**src/rtl/rng_collector_if.sv**
```systemverilog
// Handshake and data bundle between the RingRNG collector, the RingRNG core and the
// key-generation consumer. The collector is the master.
interface rng_collector_if #(
   parameter int WIDTH = 256
);
   logic             start;
   logic             rng_en;
   logic [31:0]      rng_in;
   logic [WIDTH-1:0] rand_out;
   logic             rand_valid;
   logic             rand_ready;
   logic             busy;
   logic             health_fail;

   modport master (
      input  start, rng_in, rand_ready,
      output rng_en, rand_out, rand_valid, busy, health_fail
   );

   modport slave (
      output start, rng_in, rand_ready,
      input  rng_en, rand_out, rand_valid, busy, health_fail
   );
endinterface

```
**src/rtl/rng_collector.sv**
```systemverilog
// Collects decimated, repetition-checked RingRNG words into one WIDTH-bit value,
// optionally forcing the top and bottom bits so the result is an odd full-length candidate.
module rng_collector #(
   parameter int WIDTH      = 256,
   parameter int WARMUP     = 64,
   parameter int SAMPLE_DIV = 4,
   parameter int FORCE_ODD  = 1,
   parameter int REP_LIMIT  = 3
) (
   input  logic            clk,
   input  logic            rst,
   rng_collector_if.master bus
);
   localparam int WORDS  = WIDTH / 32;
   localparam int CYC_W  = (WARMUP > 1) ? $clog2(WARMUP) : 1;
   localparam int DIV_W  = (SAMPLE_DIV > 1) ? $clog2(SAMPLE_DIV) : 1;
   localparam int WIDX_W = $clog2(WORDS);
   localparam int REP_W  = $clog2(REP_LIMIT + 1);

   localparam logic [CYC_W-1:0]  CYC_LAST  = CYC_W'(WARMUP - 1);
   localparam logic [DIV_W-1:0]  DIV_LAST  = DIV_W'(SAMPLE_DIV - 1);
   localparam logic [WIDX_W-1:0] WIDX_LAST = WIDX_W'(WORDS - 1);
   localparam logic [REP_W-1:0]  REP_LAST  = REP_W'(REP_LIMIT - 1);

   typedef enum logic [1:0] {
      S_IDLE,
      S_WARMUP,
      S_COLLECT,
      S_DONE
   } state_t;

   state_t            state_q, state_d;
   logic [CYC_W-1:0]  cyc_cnt_q, cyc_cnt_d;
   logic [DIV_W-1:0]  div_cnt_q, div_cnt_d;
   logic [WIDX_W-1:0] word_idx_q, word_idx_d;
   logic [REP_W-1:0]  rep_cnt_q, rep_cnt_d;
   logic              prev_valid_q, prev_valid_d;
   logic              health_fail_q, health_fail_d;
   logic              rng_en_q, rand_valid_q, busy_q;
   logic [WIDTH-1:0]  rand_out_q, rand_out_d;
   logic [WIDTH-1:0]  acc_q, acc_d;
   logic [31:0]       prev_word_q, prev_word_d;

   function automatic logic [WIDTH-1:0] force_odd(input logic [WIDTH-1:0] v);
      logic [WIDTH-1:0] r;
      r = v;
      if (FORCE_ODD != 0) begin
         r[WIDTH-1] = 1'b1;
         r[0]       = 1'b1;
      end
      return r;
   endfunction

   always_comb begin
      state_d       = state_q;
      cyc_cnt_d     = cyc_cnt_q;
      div_cnt_d     = div_cnt_q;
      word_idx_d    = word_idx_q;
      rep_cnt_d     = rep_cnt_q;
      prev_valid_d  = prev_valid_q;
      health_fail_d = health_fail_q;
      rand_out_d    = rand_out_q;
      acc_d         = acc_q;
      prev_word_d   = prev_word_q;

      unique case (state_q)
         S_IDLE: begin
            if (bus.start) begin
               state_d       = S_WARMUP;
               cyc_cnt_d     = '0;
               div_cnt_d     = '0;
               word_idx_d    = '0;
               rep_cnt_d     = '0;
               prev_valid_d  = 1'b0;
               health_fail_d = 1'b0;
            end
         end

         S_WARMUP: begin
            if (cyc_cnt_q == CYC_LAST) begin
               state_d   = S_COLLECT;
               cyc_cnt_d = '0;
               div_cnt_d = '0;
            end else begin
               cyc_cnt_d = cyc_cnt_q + CYC_W'(1);
            end
         end

         S_COLLECT: begin
            if (div_cnt_q == DIV_LAST) begin
               div_cnt_d = '0;
               // A repeated raw word is dropped without updating prev_word, so a run keeps counting.
               if (prev_valid_q && (bus.rng_in == prev_word_q)) begin
                  rep_cnt_d = rep_cnt_q + REP_W'(1);
                  if (rep_cnt_q == REP_LAST) begin
                     health_fail_d = 1'b1;
                     state_d       = S_IDLE;
                  end
               end else begin
                  acc_d        = {acc_q[WIDTH-33:0], bus.rng_in};
                  prev_word_d  = bus.rng_in;
                  prev_valid_d = 1'b1;
                  rep_cnt_d    = '0;
                  word_idx_d   = word_idx_q + WIDX_W'(1);
                  if (word_idx_q == WIDX_LAST) begin
                     state_d    = S_DONE;
                     word_idx_d = '0;
                     rand_out_d = force_odd(acc_d);
                  end
               end
            end else begin
               div_cnt_d = div_cnt_q + DIV_W'(1);
            end
         end

         S_DONE: begin
            if (bus.rand_ready) begin
               state_d = S_IDLE;
            end
         end

         default: state_d = S_IDLE;
      endcase
   end

   // Control state and registered outputs; outputs follow the next state so they are glitch-free.
   always_ff @(posedge clk) begin
      if (rst) begin
         state_q       <= S_IDLE;
         cyc_cnt_q     <= '0;
         div_cnt_q     <= '0;
         word_idx_q    <= '0;
         rep_cnt_q     <= '0;
         prev_valid_q  <= 1'b0;
         health_fail_q <= 1'b0;
         rng_en_q      <= 1'b0;
         rand_valid_q  <= 1'b0;
         busy_q        <= 1'b0;
         rand_out_q    <= '0;
      end else begin
         state_q       <= state_d;
         cyc_cnt_q     <= cyc_cnt_d;
         div_cnt_q     <= div_cnt_d;
         word_idx_q    <= word_idx_d;
         rep_cnt_q     <= rep_cnt_d;
         prev_valid_q  <= prev_valid_d;
         health_fail_q <= health_fail_d;
         rng_en_q      <= (state_d == S_WARMUP) || (state_d == S_COLLECT);
         rand_valid_q  <= (state_d == S_DONE);
         busy_q        <= (state_d != S_IDLE);
         rand_out_q    <= rand_out_d;
      end
   end

   always_ff @(posedge clk) begin
      acc_q       <= acc_d;
      prev_word_q <= prev_word_d;
   end

   assign bus.rng_en      = rng_en_q;
   assign bus.rand_out    = rand_out_q;
   assign bus.rand_valid  = rand_valid_q;
   assign bus.busy        = busy_q;
   assign bus.health_fail = health_fail_q;
endmodule

```
**src/flat_wrapper.sv**
```systemverilog
// flat-port wrapper written by rule: the top's interface ports become plain ports
module rng_collector_flat 
#(
   parameter int WIDTH      = 256,
   parameter int WARMUP     = 64,
   parameter int SAMPLE_DIV = 4,
   parameter int FORCE_ODD  = 1,
   parameter int REP_LIMIT  = 3
)
  (clk, rst, bus_start, bus_rng_in, bus_rand_ready, bus_rng_en, bus_rand_out, bus_rand_valid, bus_busy, bus_health_fail);
  rng_collector_if #(.WIDTH(WIDTH)) bus_i ();
  input  logic clk;
  input  logic rst;
  input wire logic [$bits(bus_i.start)-1:0] bus_start;
  input wire logic [$bits(bus_i.rng_in)-1:0] bus_rng_in;
  input wire logic [$bits(bus_i.rand_ready)-1:0] bus_rand_ready;
  output wire logic [$bits(bus_i.rng_en)-1:0] bus_rng_en;
  output wire logic [$bits(bus_i.rand_out)-1:0] bus_rand_out;
  output wire logic [$bits(bus_i.rand_valid)-1:0] bus_rand_valid;
  output wire logic [$bits(bus_i.busy)-1:0] bus_busy;
  output wire logic [$bits(bus_i.health_fail)-1:0] bus_health_fail;
  assign bus_i.start = bus_start;
  assign bus_i.rng_in = bus_rng_in;
  assign bus_i.rand_ready = bus_rand_ready;
  assign bus_rng_en = bus_i.rng_en;
  assign bus_rand_out = bus_i.rand_out;
  assign bus_rand_valid = bus_i.rand_valid;
  assign bus_busy = bus_i.busy;
  assign bus_health_fail = bus_i.health_fail;
  rng_collector #(.WIDTH(WIDTH), .WARMUP(WARMUP), .SAMPLE_DIV(SAMPLE_DIV), .FORCE_ODD(FORCE_ODD), .REP_LIMIT(REP_LIMIT)) u_core (.clk(clk), .rst(rst), .bus(bus_i));
endmodule
```
**config.mk**
```make
export PLATFORM = sky130hd
export DESIGN_NAME = rng_collector_flat
export DESIGN_NICKNAME = d
export VERILOG_FILES = /design/src/rtl/rng_collector_if.sv /design/src/rtl/rng_collector.sv /design/src/flat_wrapper.sv
export SDC_FILE = /design/constraint.sdc
export NUM_CORES = 1
export LEC_CHECK = 0
export CAP_MARGIN = 20
export CORE_MARGIN = 5
export CORE_UTILIZATION = 40
export CTS_CLUSTER_SIZE = 8
export DETAILED_ROUTE_END_ITERATION = 10
export GPL_TIMING_DRIVEN = 0
export PLACE_DENSITY = 0.62
export SYNTH_ARGS = -nofsm -noshare
export SYNTH_HDL_FRONTEND = slang
export SYNTH_SLANG_ARGS = --single-unit
```
**constraint.sdc**
```tcl
create_clock -name clk -period 11.2 [get_ports clk]
set_input_delay 1.68 -clock clk [delete_from_list [all_inputs] [get_ports clk]]
set_output_delay 1.68 -clock clk [all_outputs]
set_load 0.01 [all_outputs]
```
==> impl_metrics.ini <==
[run_status]
status = finished clean

[pwr]
leakage_nw = 7.54
p_per_area_nw_per_um2 = 173
ir_drop_mv = 0.112
power.total_mw = 3.95

[global_route]
track_usage_pct = 17.3
grt_max_degree = 122
grt_pass1_vias = 10400
grt_pass1_wl_um = 62900
grt-ovfl-total = 0
antenna_found_initial = 0

[worst_setup_path]
reg2regPathDepth = 8
startpoint_type = primary input
cp.required_ns = 11.40
critPathMaxFanout = 121
r2r-end = u_core.acc_q[135]
worstPathArrival_ns = 4.65
r2r_start = u_core.prev_word_q[0]
crit_type = in -> reg
end_kind = register
r2r_slack_ns = 7.80

[worst_hold_path]
min_to = u_core.acc_q[221]
hold-path-cell-count = 0
hp-class = reg -> reg
hp-start = u_core.acc_q[189]

[timing]
slew_headroom_pct = 40.0
finalCriticalPeriod_ns = 4.45
period_share_pct = 39.8
skew_ns = 0.0298
drv_slew = 0
hold_viol = 0
setup_viol = 0
max_freq_mhz = 225
worst_pin_slew_ns = 0.900
setup_tns_ns = 0
rsz0062_at_grt = false

[layout]
n_antenna_cell = 0
nFillCells = 3526
syn2layout_area_growth_pct = 33.9
layoutNonFillerInstCount = 2162
most-common-layout-cells = clkdlybuf4s50_1 (294), dfxtp_1 (275), nor2_1 (273), mux2i_1 (259), edfxtp_1 (223)
nets = 1613
layout_commonest_cell = clkdlybuf4s50_1
drive_gt1_share_pct = 7.33
utilization_pct = 54.4

[routing]
drtIter0Drc = 480
vias = 10100
routed_wl_um = 41100
first_pass_iters = 4
via_per_inst = 4.67
wl_per_cell_um = 19.0
drc = 0
ant_nets = 0

[yosys]
syn_nets = 1244
synth_cell_types = 37
yosys_register_bits = 498
synthTopCellsByArea = edfxtp_1 (39%), dfxtp_1 (32%), mux2i_1 (15%)
yosys.area.top_type_share_pct = 39.2
netlist_area_um2 = 17100
synth_top_area_cell = edfxtp_1
ys_seq_area_share_pct = 71.5
avgSynthCellArea_um2 = 14.2
synthCells = 1201
synth_warnings = 0

[place]
port_buffers = 294
gp_congestion = 0.806
dpl.cell_count = 2035
dp_hpwl_um = 29700

[clocking]
cts_max_path_buffers = 3
clkSinkCount = 498
ctsResizeCount = 0
cts_setup_buffers = 0
hold_buffers = 0
clk_pin_slew_ns = 0.05
cts_tree = yes
cts_root_buffer = clkbuf_16
cts_made_buffers = 72
htree_num_levels = 3
clkLatencyLatePin_ns = 0.57

[floorplan]
std_cell_rows = 75
io_pins = 296
fp.dieW_um = 217
fp.coreArea_um2 = 42000
die_area_um2 = 46900
initial_utilization_pct = 40.6
fp.dieH_um = 217

[flow_run]
drv_cap = 0
-- synthesized netlist by cell type (all sizes together) --
| library cell | count |
|---|---|
| or2 | 1 |
| inv | 6 |
| o31ai | 1 |
| mux2i | 259 |
| o21ai | 2 |
| a21oi | 5 |
| or3 | 1 |
| a31oi | 3 |
| buf | 30 |
| and2 | 1 |
| dfxtp | 275 |
| nand4 | 7 |
| a22oi | 4 |
| a21o | 3 |
| o21bai | 1 |
| a32oi | 1 |
| nor3 | 5 |
| nand3b | 1 |
| xnor2 | 31 |
| nor2b | 3 |
| ha | 7 |
| o32ai | 1 |
| nand3 | 3 |
| nand2 | 10 |
| clkbuf | 32 |
| mux2 | 1 |
| edfxtp | 223 |
| nor4 | 2 |
| xor2 | 3 |
| nor2 | 273 |
| nand2b | 4 |
| and3 | 2 |
-- metal layers --
layer  global-route usage, %  share of wire [%]
met5                       0                  0
met3                    4.83                6.3
met2                    29.1                 49
met1                    21.4                 42
met4                    6.59                2.6
-- kinds of logic (layout without fill, tap and decap cells) --
family          after synthesis  count (layout)  synth area share [%]
flops                       498             498                  71.5
simple gates                313             313                  7.34
mux                         260             260                  15.3
buf+inv                      68             490                  2.72
xor+xnor                     34              34                  1.74
compound gates               21              21                 0.946
fa+ha+maj                     7               7                 0.513
-- where the power goes --
part           leakage, nW  switching (mW)  internal, mW
sequential            4.22        0.000687          1.89
clock                 1.02           0.741          1.26
combinational         2.31          0.0348        0.0205
-- how the worst max path moves through the flow --
stage                   from                end  slack (ns)  depth (start not counted)
2_1_floorplan  bus_rng_in[8]  u_core.acc_q[100]        3.85                          7
3_3_place_gp   bus_rng_in[0]  u_core.acc_q[207]        0.73                          8
3_5_place_dp   bus_rng_in[0]  u_core.acc_q[206]        6.07                          9
4_1_cts        bus_rng_in[0]  u_core.acc_q[185]        6.66                          9
5_1_grt        bus_rng_in[0]  u_core.acc_q[135]        6.55                          9
6_report       bus_rng_in[0]  u_core.acc_q[135]        6.75                          9
-- worst max-delay path, cell delays in order --
cell,delay (ns)
clkdlybuf4s50_1,0.44
xnor2_1,0.34
nand4_1,0.28
nor4_2,0.42
and3_1,0.33
nand2b_1,0.13
buf_2,0.22
inv_8,0.27
buf_16,0.37
-- through the flow --
stage / cell area, µm² / worst slack [ns] / hold WS, ns
after floorplan: 17100 / 3.85 / 0.426
after global placement: 20700 / 0.734 / 0.430
after detailed placement: 20700 / 6.07 / 0.437
after CTS: 22900 / 6.66 / 0.442
after global routing: 22900 / 6.55 / 0.452
final: 22900 / 6.75 / 0.440
-- state kept, by name, indices dropped and copies added (netlist names), 2 cells and up --
signal,count
u_core.div_cnt_q,2
u_core.cyc_cnt_q,6
u_core.prev_word_q,31
u_core.acc_q,192
u_core.word_idx_q,3
u_core.bus.rand_out,255
u_core.rep_cnt_q,2
u_core.state_q,2
-- layout make-up --
cell class / instances / area, µm² / share of cell area (%)
buffer: 62 / 442 / 1.93
clock buffer: 124 / 2100 / 9.20
clock inverter: 3 / 26.3 / 0.115
inverter: 6 / 30.0 / 0.131
multi-input combinational: 635 / 4400 / 19.3
sequential: 498 / 12200 / 53.4
tap: 539 / 674 / 2.95
timing repair buffer: 295 / 2970 / 13.0
(Power assumes the default switching activity.)
